File: config.mk
export PLATFORM = sky130hd
export DESIGN_NAME = mem_bus_arbiter
export DESIGN_NICKNAME = d
export VERILOG_FILES = /design/src/rtl/mem_bus_arbiter.sv
export SDC_FILE = /design/constraint.sdc
export NUM_CORES = 1
export LEC_CHECK = 0
export ABC_AREA = 1
export ABC_CLOCK_PERIOD_IN_PS = 1400
export CAP_MARGIN = 20
export CORE_AREA = 2 2 344 346
export CTS_CLUSTER_DIAMETER = 120
export DETAILED_ROUTE_END_ITERATION = 6
export DIE_AREA = 0 0 346 348
export DONT_BUFFER_PORTS = 1
export PLACE_DENSITY = 0.3
export SLEW_MARGIN = 20
export SYNTH_ARGS = -nofsm -noshare
export SYNTH_HDL_FRONTEND = slang
export SYNTH_SLANG_ARGS = --single-unit
File: constraint.sdc
create_clock -name clk -period 1.4 [get_ports clk]
set_input_delay 0.35 -clock clk [delete_from_list [all_inputs] [get_ports clk]]
set_output_delay 0.35 -clock clk [all_outputs]
set_load 0.005 [all_outputs]
File: src/rtl/mem_bus_arbiter.sv
// ---------------------------------------------------------------------------
// mem_bus_arbiter
//
// Purpose:
//   Shares a single slow_memory port between the I-cache and the D-cache.
//   Each cache keeps its usual slow-memory handshake (hold read/write,
//   address and data until ready). The arbiter grants one cache at a time,
//   latches that cache's request into the mem_* outputs, forwards the memory
//   completion back to the granted cache only, and then inserts one idle
//   cycle before the next grant. Per-cache saturating counters record how
//   many transactions each side has completed.
//
// Ports:
//   clk, rst_n                 clock (rising edge), async active-low reset
//   i_read, i_write            I-cache request strobes
//   i_addr, i_wdata            I-cache line address / write line
//   i_rdata, i_ready           read line / completion back to the I-cache
//   d_read ... d_ready         same set for the D-cache
//   mem_read, mem_write        registered request strobes to slow memory
//   mem_addr, mem_wdata        registered line address / write line
//   mem_rdata, mem_ready       read line / completion from slow memory
//   cnt_i, cnt_d               completed transactions per cache (saturating)
//   busy                       high whenever the arbiter is not idle
// ---------------------------------------------------------------------------
module mem_bus_arbiter #(
  parameter int ADDR_W   = 28,
  parameter int DATA_W   = 128,
  parameter int ARB_MODE = 0,
  parameter int CNT_W    = 16
) (
  input  logic              clk,
  input  logic              rst_n,

  input  logic              i_read,
  input  logic              i_write,
  input  logic [ADDR_W-1:0] i_addr,
  input  logic [DATA_W-1:0] i_wdata,
  output logic [DATA_W-1:0] i_rdata,
  output logic              i_ready,

  input  logic              d_read,
  input  logic              d_write,
  input  logic [ADDR_W-1:0] d_addr,
  input  logic [DATA_W-1:0] d_wdata,
  output logic [DATA_W-1:0] d_rdata,
  output logic              d_ready,

  output logic              mem_read,
  output logic              mem_write,
  output logic [ADDR_W-1:0] mem_addr,
  output logic [DATA_W-1:0] mem_wdata,
  input  logic [DATA_W-1:0] mem_rdata,
  input  logic              mem_ready,

  output logic [CNT_W-1:0]  cnt_i,
  output logic [CNT_W-1:0]  cnt_d,
  output logic              busy
);

  typedef enum logic [1:0] {
    IDLE    = 2'd0,
    GNT_I   = 2'd1,
    GNT_D   = 2'd2,
    RELEASE = 2'd3
  } state_t;

  localparam logic [CNT_W-1:0] CNT_MAX = {CNT_W{1'b1}};
  localparam logic [CNT_W-1:0] CNT_ONE = {{(CNT_W-1){1'b0}}, 1'b1};
  localparam logic             FIXED_PRIO = (ARB_MODE != 0);

  state_t state;
  state_t state_nxt;

  logic req_i;
  logic req_d;
  logic pick_i;
  logic pick_d;
  logic last_d;
  logic done_i;
  logic done_d;

  assign req_i = i_read | i_write;
  assign req_d = d_read | d_write;

  // Arbitration decision, only meaningful while IDLE. last_d is the
  // round-robin pointer: it remembers whether D was the last side served,
  // so on a tie the other side wins. It resets to "I served last" so that
  // D wins the very first tie. In fixed-priority mode D simply always wins.
  always_comb begin
    pick_d = 1'b0;
    pick_i = 1'b0;
    if (req_d && (!req_i || FIXED_PRIO || !last_d)) begin
      pick_d = 1'b1;
    end else if (req_i) begin
      pick_i = 1'b1;
    end
  end

  // A transaction completes on the cycle memory answers while that side
  // holds the grant. mem_ready in IDLE/RELEASE never reaches a cache.
  assign done_i = (state == GNT_I) && mem_ready;
  assign done_d = (state == GNT_D) && mem_ready;

  // State register.
  always_ff @(posedge clk or negedge rst_n) begin
    if (!rst_n) begin
      state <= IDLE;
    end else begin
      state <= state_nxt;
    end
  end

  // Next-state logic. RELEASE is an unconditional single idle cycle so
  // slow memory always sees its strobes drop before the next request.
  always_comb begin
    state_nxt = state;
    case (state)
      IDLE: begin
        if (pick_d) begin
          state_nxt = GNT_D;
        end else if (pick_i) begin
          state_nxt = GNT_I;
        end
      end
      GNT_I: begin
        if (mem_ready) begin
          state_nxt = RELEASE;
        end
      end
      GNT_D: begin
        if (mem_ready) begin
          state_nxt = RELEASE;
        end
      end
      RELEASE: begin
        state_nxt = IDLE;
      end
      default: begin
        state_nxt = IDLE;
      end
    endcase
  end

  // Downstream request register. The winner's request is captured on the
  // grant edge and then held for the whole transaction, so nothing a cache
  // does after the grant (including dropping its request early) can disturb
  // memory, and there is no combinational path from a cache to memory.
  // When read and write are both asserted the write takes precedence.
  // Strobes clear on the completion edge; address/data are simply left
  // in place because memory ignores them while the strobes are low.
  always_ff @(posedge clk or negedge rst_n) begin
    if (!rst_n) begin
      mem_read  <= 1'b0;
      mem_write <= 1'b0;
      mem_addr  <= '0;
      mem_wdata <= '0;
    end else begin
      case (state)
        IDLE: begin
          if (pick_d) begin
            mem_read  <= d_read & ~d_write;
            mem_write <= d_write;
            mem_addr  <= d_addr;
            mem_wdata <= d_wdata;
          end else if (pick_i) begin
            mem_read  <= i_read & ~i_write;
            mem_write <= i_write;
            mem_addr  <= i_addr;
            mem_wdata <= i_wdata;
          end
        end
        GNT_I, GNT_D: begin
          if (mem_ready) begin
            mem_read  <= 1'b0;
            mem_write <= 1'b0;
          end
        end
        default: begin
          mem_read  <= 1'b0;
          mem_write <= 1'b0;
        end
      endcase
    end
  end

  // Round-robin pointer and completion counters. Both update on the
  // completion edge of a transaction; counters stick at all-ones rather
  // than wrapping so long runs still report a meaningful lower bound.
  always_ff @(posedge clk or negedge rst_n) begin
    if (!rst_n) begin
      last_d <= 1'b0;
      cnt_i  <= '0;
      cnt_d  <= '0;
    end else begin
      if (done_i) begin
        last_d <= 1'b0;
        if (cnt_i != CNT_MAX) begin
          cnt_i <= cnt_i + CNT_ONE;
        end
      end
      if (done_d) begin
        last_d <= 1'b1;
        if (cnt_d != CNT_MAX) begin
          cnt_d <= cnt_d + CNT_ONE;
        end
      end
    end
  end

  // Completion is passed straight through in the same cycle, to the
  // granted side only. Read data goes to both caches; each one only
  // looks at it while its own ready is high.
  assign i_ready = done_i;
  assign d_ready = done_d;
  assign i_rdata = mem_rdata;
  assign d_rdata = mem_rdata;
  assign busy    = (state != IDLE);

endmodule
==> results.md, run 1 <==
* RD Place Congestion at 0.8231
* Critical path origin: state[1]$_DFFE_PN0P_
* Data required, critical path at 1.05 ns
* Area of the mapped netlist at 0.01144 mm²
* Setup violations, final at 221
* Placement row count at 126
* Clock tree buffer depth at 2
* # IOs at 896
* Post-Syn Nets at 1914
* Mapped Cells at 1462
* Synth Register Bits at 193
* Fillers at 12760
* CTS tree: built
* Setup ws final at -0.4273 ns
* Area Growth Syn to Fin at 94.64%
* R2r startpoint: state[0]$_DFFE_PN0P_
* First-pass GRT wire length at 95190 µm
* CTS root buf: clkbuf_16
* CP cell instances: buf_4 > ha_4 > nand2_4 > inv_4 > buf_4
* Top post-synthesis cells by area: dfrtp_1 (42%), a21oi_1 (20%), buf_4 (17%), nand2_1 (9.8%), buf_2 (2.0%)
* DRC at 0
* HP Class: in -> async
* Failing checks: negative hold slack, negative setup slack
* End of the critical path: d_ready
* Drt first pass iters at 5
* Layout cells sized above 1 at 51.59%
* DRT iter0 DRCs at 624
* Slew of the pin with the lowest slew margin at 0.9662 ns
* Routed WL at 75650 µm
* Clock H-tree levels at 4
* I/O Buffers at 0
* Maxcap violations at 0
* Clock Pin Slew Worst Setup and Hold Paths at 0.09 ns
* Area leader, netlist: dfrtp_1
* Most frequent cells after synthesis: a21oi_1 (468), nand2_1 (299), buf_4 (261)
* Hold WS at -0.4963 ns
* Slew Limit Fails at 0
* Via count at 11980
* Worst reg-to-reg setup slack at -0.34 ns
* Mean Syn Cell Area at 7.827 µm²
* YS warnings at 0
* Final Hold Fails at 193
* Design Area, Final at 0.02227 mm²
* Sequential share of the synthesized area at 42.20%
* Die Y at 348 µm
* Post-place setup slack at -0.3861 ns
* Cell with the most instances after synthesis: a21oi_1
* Unrepaired setup endpoints after global routing: yes
* Crit share post-route at 130.5%
* Core area at 0.1170 mm²
* Main synth FF type: dfrtp_1
* Worst Setup End Kind: output pin
* Crit path time final at 1.827 ns
* Post-placement cell area at 0.01241 mm²
* Number of CTS-inserted buffers at 17
* Register area at 0.004878 mm²
* Pwr dens at 2063 mW/mm²
* Number of global-route vias before repair at 12590
* Setup TNS at -41.28 ns
* Initial Utilization at 9.783%
* Total track usage at 11.19%
* Status: complete, but fails checks
* Crit Path Category: reg -> out
* Maximum fanout along the worst path at 2
* Die span in x at 346 µm
* FF-to-FF path depth at 10
* DP HPWL at 44350 µm
* Largest net degree at the start of global routing at 194
* Routed Antenna Nets at 0
* # nets final at 2199
* Routed wire per std cell at 22.94 µm
* Initial antenna violation count at 4
* VDD IR max at 0.001499 V
* Max stage delay on crit path at 0.40 ns
* Grt ovf at 0
* Die area at 0.1204 mm²
* CP max-delay cell: dfrtp_1
* Async set or reset register ratio after synthesis at 100.0%
* Final Skew at 0.01781 ns
* Multi-input gate area at 0.007099 mm²
* Total power at 0.04595 W
* Critical Path Source Type: flop
* Post-synth EDFFs at 0
* FF-to-FF End: mem_wdata[22]$_DFFE_PN0P_
* Post-synth top area share at 42.20%
* Slew margin rel. at 35.59%
* Leakage at 8.512 nW
* Fmax at 547.2 MHz
* Vias per cell at 3.634
* Clk_lat worst skew at 0.53 ns
* Synth unique cells at 26
* Crit path DAT at 1.48 ns
* Most frequent CP cell: buf_4
* Clock sinks at 193
## final cells by class
| class | count | share of cell area [%] |
|---|---|---|
| clock inverter | 14 | 0.7696 |
| inverter | 48 | 1.011 |
| antenna | 1 | 0.01123 |
| tap | 1536 | 8.628 |
| timing repair inverter | 1 | 0.05056 |
| sequential | 193 | 21.90 |
| multi-input combinational | 879 | 31.87 |
| timing repair buffer | 607 | 33.78 |
| clock buffer | 18 | 1.972 |
## layout by cell type (no fill, tap or decap), types with 13 or more instances in the layout
master,n
dlygate4sd3_1,307
nand2_4,63
nor2_4,13
nor2_1,17
inv_1,32
dfrtp_2,30
nand2_2,63
a21oi_4,89
buf_6,84
nand2_1,173
a21oi_2,260
dfrtp_1,160
buf_12,51
buf_8,19
buf_16,36
a21oi_1,119
clkbuf_16,36
buf_4,89
## state kept, by name (all words and copies together) (netlist names)
signal     cells
mem_wdata    128
mem_addr      28
cnt_d         16
cnt_i         16
state          2
last_d         1
mem_read       1
mem_write      1
## report_power, final
group / total [W] / internal (W) / switching (W)
logic: 0.0285 / 0.0143 / 0.0143
registers: 0.0118 / 0.00828 / 0.00353
clock network: 0.00559 / 0.00274 / 0.00285
## cell families after synthesis
kind of cell	count (synthesis)	synth area share, %
AO/OA/AOI/OAI	488	21.44
XOR/XNOR	10	0.7654
adder cells (fa/ha/maj)	5	0.5467
buffers and inverters	392	21.98
flip-flops	193	42.20
AND/OR/NAND/NOR	374	13.07
## per-layer routing
metal	routed length, µm	share of wire (%)	GRT usage, %	vias to the layer above
li1	-	-	-	5195
met1	27410	36	11.84	5914
met2	36910	49	18.50	647
met3	6875	9.1	4.647	220
met4	4427	5.9	6.996	4
met5	24	0.032	0	-
## timing repair
action | CTS | global route
endpoints found under the hold margin | 350 | 195
pin swaps | 125 | 102
gates cloned | 37 | 24
endpoints found under the setup margin | 257 | 254
hold buffers | 305 | 2
setup buffers | 65 | 41
gates resized for setup | 501 | 516
## how the worst min path moves through the flow
stage	start	endpoint	slack, ns	cells after the start
final	rst_n	mem_wdata[100]$_DFFE_PN0P_	-0.50	0
after global routing	rst_n	mem_wdata[100]$_DFFE_PN0P_	-0.55	0
after CTS	rst_n	last_d$_DFFE_PN0P_	-0.57	0
after detailed placement	rst_n	cnt_i[1]$_DFFE_PN0P_	0.06	0
after global placement	rst_n	mem_wdata[100]$_DFFE_PN0P_	0.06	0
after floorplan	rst_n	cnt_d[0]$_DFFE_PN0P_	0.05	0
## worst max-delay path, delay by kind of cell (launching register included)
kind	cells	cell delay, ns
AND/OR/NAND/NOR	1	0.07
adder cells (fa/ha/maj)	1	0.15
flip-flops	1	0.40
buffers and inverters	3	0.32
## stage by stage
step                      instances  utilization, %
after CTS                      3245           16.63
after global routing           3297           19.04
after global placement         2807           10.61
after floorplan                1462               -
final                          3297           19.04
after detailed placement       2807           10.61
Power figures use the tool's default switching activity.
==> run 2, diff against run 1 <==
- ABC_CLOCK_PERIOD_IN_PS: 1400 -> 1500
- clock period: 1.4 -> 1.5 ns (I/O delays scaled with it)
==> results.md, run 2 (synthesis gave the netlist of run 1 again) <==
* Status: complete, but fails checks
* Failing checks: negative hold slack, negative setup slack
* End of the critical path: busy
* Initial Utilization at 9.783%
* I/O Buffers at 0
* CP cell instances: inv_2 > ha_4 > buf_6 > inv_4 > buf_6
* Clock tree buffer depth at 2
* Crit path time final at 1.858 ns
* Layout cells sized above 1 at 37.60%
* Clock H-tree levels at 4
* Largest net degree at the start of global routing at 194
* Family with the most delay on the worst path: flip-flops
* CTS root buf: clkbuf_16
* CP max-delay cell: dfrtp_1
* Crit share post-route at 123.8%
* Crit Path Category: reg -> out
* Fmax at 538.3 MHz
* Drt first pass iters at 5
* Placement row count at 126
* Slew margin rel. at 52.20%
* Pwr dens at 1880 mW/mm²
* # nets final at 2112
* CTS tree: built
* Routed wire per std cell at 20.70 µm
* Hold WS at -0.4711 ns
* Core area at 0.1170 mm²
* VDD IR max at 0.0009056 V
* Max FFs per register at 128
* Maxcap violations at 0
* Final Skew at 0.01474 ns
* Fillers at 13030
* FF-to-FF path depth at 10
* Data required, critical path at 1.12 ns
* Max stage delay on crit path at 0.42 ns
* Number of CTS-inserted buffers at 17
* Worst reg-to-reg setup slack at -0.31 ns
* Die Y at 348 µm
* RD Place Congestion at 0.8051
* Number of global-route vias before repair at 11860
* # IOs at 896
* Leakage at 7.231 nW
* Routed WL at 66460 µm
* DRT iter0 DRCs at 629
* Final Hold Fails at 193
* First-pass GRT wire length at 89290 µm
* Initial antenna violation count at 5
* Reg with most FFs: mem_wdata
* Buf/Inv on CP at 4
* Area Growth Syn to Fin at 70.70%
* Critical path origin: state[1]$_DFFE_PN0P_
* Most common cell after layout, fill and taps aside: dlygate4sd3_1
* Cts hold-fix bufs at 307
* Critical Path Source Type: flop
* Most frequent CP cell: buf_6
* Via count at 11260
* Worst Setup End Kind: output pin
* Crit path DAT at 1.48 ns
* Die span in x at 346 µm
* Die area at 0.1204 mm²
* Slew of the pin with the lowest slew margin at 0.7171 ns
* DRC at 0
* Setup ws final at -0.3577 ns
* Unrepaired setup endpoints after global routing: yes
* Grt ovf at 0
* HP Class: in -> async
* Setup violations, final at 161
* Post-placement cell area at 0.01231 mm²
* Routed Antenna Nets at 0
* Clk_lat worst skew at 0.54 ns
* Maximum fanout along the worst path at 4
* Most frequent cells in the layout: dlygate4sd3_1 (307), nand2_1 (290), a21oi_2 (216)
* Largest regs: mem_wdata: 128 flops, mem_addr: 28 flops
* Clock Pin Slew Worst Setup and Hold Paths at 0.09 ns
* Clock sinks at 193
* DP HPWL at 44030 µm
* Total track usage at 10.45%
* Post-place setup slack at -0.1953 ns
* R2r startpoint: state[1]$_DFFE_PN0P_
* Vias per cell at 3.508
* FF-to-FF End: mem_wdata[47]$_DFFE_PN0P_
* Slew Limit Fails at 0
* Design Area, Final at 0.01953 mm²
* Stages on worst setup path at 5
run 2: worst min path at each step:
stage	endpoint	start	slack [ns]
2_1_floorplan	cnt_d[0]$_DFFE_PN0P_	rst_n	0.08
3_3_place_gp	mem_wdata[98]$_DFFE_PN0P_	rst_n	0.08
3_5_place_dp	mem_wdata[98]$_DFFE_PN0P_	rst_n	0.08
4_1_cts	mem_wdata[98]$_DFFE_PN0P_	rst_n	-0.56
5_1_grt	mem_wdata[98]$_DFFE_PN0P_	rst_n	-0.53
6_report	mem_wdata[98]$_DFFE_PN0P_	rst_n	-0.47
run 2: through the flow:
stage / TNS (ns) / total power (W) / util, % / std cells / hold WS, ns
floorplan: 0 / 0.01615 / - / 1462 / 0.07941
global placement: -8.617 / 0.02140 / 10.52 / 2789 / 0.08485
detailed placement: -10.12 / 0.02147 / 10.52 / 2789 / 0.08401
CTS: -44.11 / 0.03464 / 15.67 / 3199 / -0.5633
global route: -48.21 / 0.03906 / 16.70 / 3210 / -0.5252
finish: -36.47 / 0.03672 / 16.70 / 3211 / -0.4711
run 2: power by group:
group | leakage (nW) | internal, W | switching [W]
logic | 4.73 | 0.0103 | 0.0108
registers | 2.23 | 0.00768 | 0.00321
clock network | 0.275 | 0.00222 | 0.00260
run 2: repair_timing:
action | 4_1_cts | 5_1_grt
endpoints found under the hold margin | 351 | 193
pin swaps | 56 | 63
resized for setup | 356 | 255
endpoints found under the setup margin | 218 | 208
setup buffers | 51 | 20
cloned | 21 | 4
run 2: cell type report:
cell class / count / area, µm² / area share (%)
Clock buffer: 18 / 439.2 / 2.248
Clock inverter: 14 / 122.6 / 0.6277
Tap cell: 1536 / 1922 / 9.839
Antenna cell: 2 / 5.005 / 0.02562
Sequential cell: 193 / 4861 / 24.88
Timing Repair Buffer: 523 / 5919 / 30.30
Multi-Input combinational cell: 877 / 6068 / 31.07
Inverter: 48 / 196.4 / 1.006
run 2: per-layer routing:
| layer | track usage [%] | share of wire, % |
|---|---|---|
| met5 | 0 | 0.041 |
| met3 | 3.896 | 8.8 |
| met2 | 18.22 | 51 |
| met1 | 10.82 | 35 |
| met4 | 5.837 | 5.1 |
==> run 3, diff against run 2 <==
--- a/config.mk
+++ b/config.mk
@@ -15,2 +15,3 @@
 export DONT_BUFFER_PORTS = 1
+export GPL_TIMING_DRIVEN = 0
 export PLACE_DENSITY = 0.3
==> constraint.sdc (replaced) <==
create_clock -name clk -period 1.5 [get_ports clk]
set_input_delay 0.3 -clock clk [delete_from_list [all_inputs] [get_ports clk]]
set_output_delay 0.3 -clock clk [all_outputs]
set_load 0.005 [all_outputs]
==> results.md, run 3 (synthesis gave the netlist of run 1 again) <==
* Clock tree buffer depth at 2
* Setup violations, final at 152
* # IOs at 896
* Layout cells sized above 1 at 30.50%
* Slew of the pin with the lowest slew margin at 0.8067 ns
* Hold WS at -0.5396 ns
* Routed WL at 65570 µm
* Routed wire per std cell at 19.38 µm
* CTS tree: built
* Pwr dens at 1640 mW/mm²
* First-pass GRT wire length at 87530 µm
* Largest regs: mem_wdata: 128 flops, mem_addr: 28 flops
* Reg with most FFs: mem_wdata
* Crit path time final at 1.748 ns
* DRT iter0 DRCs at 552
* Clock H-tree levels at 4
* Initial antenna violation count at 7
* Cts hold-fix bufs at 316
* Most common cell after layout, fill and taps aside: a21oi_1
* Number of CTS-inserted buffers at 17
* Total track usage at 10.30%
* Routed Antenna Nets at 0
* DRC at 0
* Placement row count at 126
* Crit share post-route at 116.6%
* Number of global-route vias before repair at 12020
* Vias per cell at 3.481
* Critical Path Source Type: flop
* Drt first pass iters at 5
* Initial Utilization at 9.783%
* Core area at 0.1170 mm²
* I/O Buffers at 0
* Die Y at 348 µm
* Clk_lat worst skew at 0.53 ns
* Post-placement cell area at 0.01337 mm²
* # nets final at 2275
* Met2 WL post-DR at 32960 µm
* Failing checks: negative hold slack, negative setup slack
* Crit path DAT at 1.45 ns
* Post-layout util at 16.06%
* VDD IR max at 0.001019 V
* Die span in x at 346 µm
* RD Place Congestion at 0.9026
* Unrepaired setup endpoints after global routing: yes
* Final Hold Fails at 193
* M1 WL at 25900 µm
* HP Class: in -> async
* Clock sinks at 193
* Slew margin rel. at 46.22%
* Leakage at 7.574 nW
* Crit Path Category: reg -> out
* Max FFs per register at 128
* Largest net degree at the start of global routing at 194
* FF-to-FF path depth at 8
* WL met3 at 4237 µm
* Worst Setup End Kind: output pin
* CTS root buf: clkbuf_16
* Grt ovf at 0
* Maximum fanout along the worst path at 6
* Die area at 0.1204 mm²
* Maxcap violations at 0
* DP HPWL at 51330 µm
* Design Area, Final at 0.01879 mm²
* Status: complete, but fails checks
* Data required, critical path at 1.20 ns
* Area Growth Syn to Fin at 64.17%
* Top Layer Used: met5
* Slew Limit Fails at 0
* Most frequent cells in the layout: a21oi_1 (374), dlygate4sd3_1 (316), nand2_1 (287)
* Clock Pin Slew Worst Setup and Hold Paths at 0.09 ns
* Fmax at 572.0 MHz
* Setup ws final at -0.2484 ns
* Via count at 11780
* Final Skew at 0.01892 ns
==> run 3: changes by cell type in the layout (fill, tap and decap cells not counted), moves of 18 or more <==
cell	delta
a21oi_4	-57
a21oi_2	-146
buf_4	+190
buf_6	-34
buf_16	-19
a21oi_1	+203
buf_12	-18
==> run 3: layout make-up <==
class                      instances  area [µm²]
fill                           13170       98190
sequential                       193        4873
multi-input combinational        877        4802
timing repair buffer             344        3536
buffer                           342        2840
tap                             1536        1922
clock buffer                      18       439.2
inverter                          48       200.2
clock inverter                    14       146.4
antenna                           11       27.53
==> run 3: worst max-delay path, stage by stage (launching register included) <==
cell	delay, ns
dfrtp_1	0.40
inv_2	0.09
ha_4	0.15
buf_12	0.13
clkinvlp_4	0.15
==> run 3: timing repair <==
item / CTS / global route
setup endpoints to repair: 199 / 194
gates cloned: 1 / 5
resized for setup: 164 / 236
hold endpoints to repair: 353 / 193
pin swaps: 5 / 11
setup buffers: 9 / 13
==> run 3: final timing paths <==
path                            slack (ns)            startpoint                   endpoint
worst min register to register        0.56  mem_read$_DFFE_PN0P_       mem_read$_DFFE_PN0P_
worst max-delay path                 -0.25  state[1]$_DFFE_PN0P_                       busy
max in group asynchronous             1.36                 rst_n  mem_wdata[43]$_DFFE_PN0P_
worst max register to register       -0.21  state[1]$_DFFE_PN0P_  mem_wdata[44]$_DFFE_PN0P_
min in group clk                      0.13             mem_ready       mem_read$_DFFE_PN0P_
worst min-delay path                 -0.54                 rst_n  mem_wdata[98]$_DFFE_PN0P_
==> run 3: power breakdown <==
part	switching, W	internal (W)
Sequential	0.00336	0.00765
Combinational	0.00821	0.00666
Clock	0.00267	0.00225
Total	0.0142	0.0166
==> run 3: through the flow <==
| stage | total power [W] | setup TNS (ns) | worst slack (ns) | hold slack (ns) | std cells |
|---|---|---|---|---|---|
| 6_report | 0.03081 | -19.32 | -0.2484 | -0.5396 | 3383 |
| 4_1_cts | 0.02906 | -27.39 | -0.3501 | -0.6319 | 3356 |
| 5_1_grt | 0.03308 | -33.11 | -0.3470 | -0.6139 | 3375 |
| 2_1_floorplan | 0.01615 | 0 | 0.03533 | 0.004409 | 1462 |
| 3_3_place_gp | 0.02136 | -130.61 | -1.208 | 0.01007 | 2998 |
| 3_5_place_dp | 0.02143 | -132.13 | -1.206 | 0.01043 | 2998 |
==> run 3: per-layer routing <==
layer,GRT usage [%],vias up
li1,-,5336
met1,11.56,5730
met2,17.56,620
met3,3.027,89
met4,5.534,2
met5,0,-
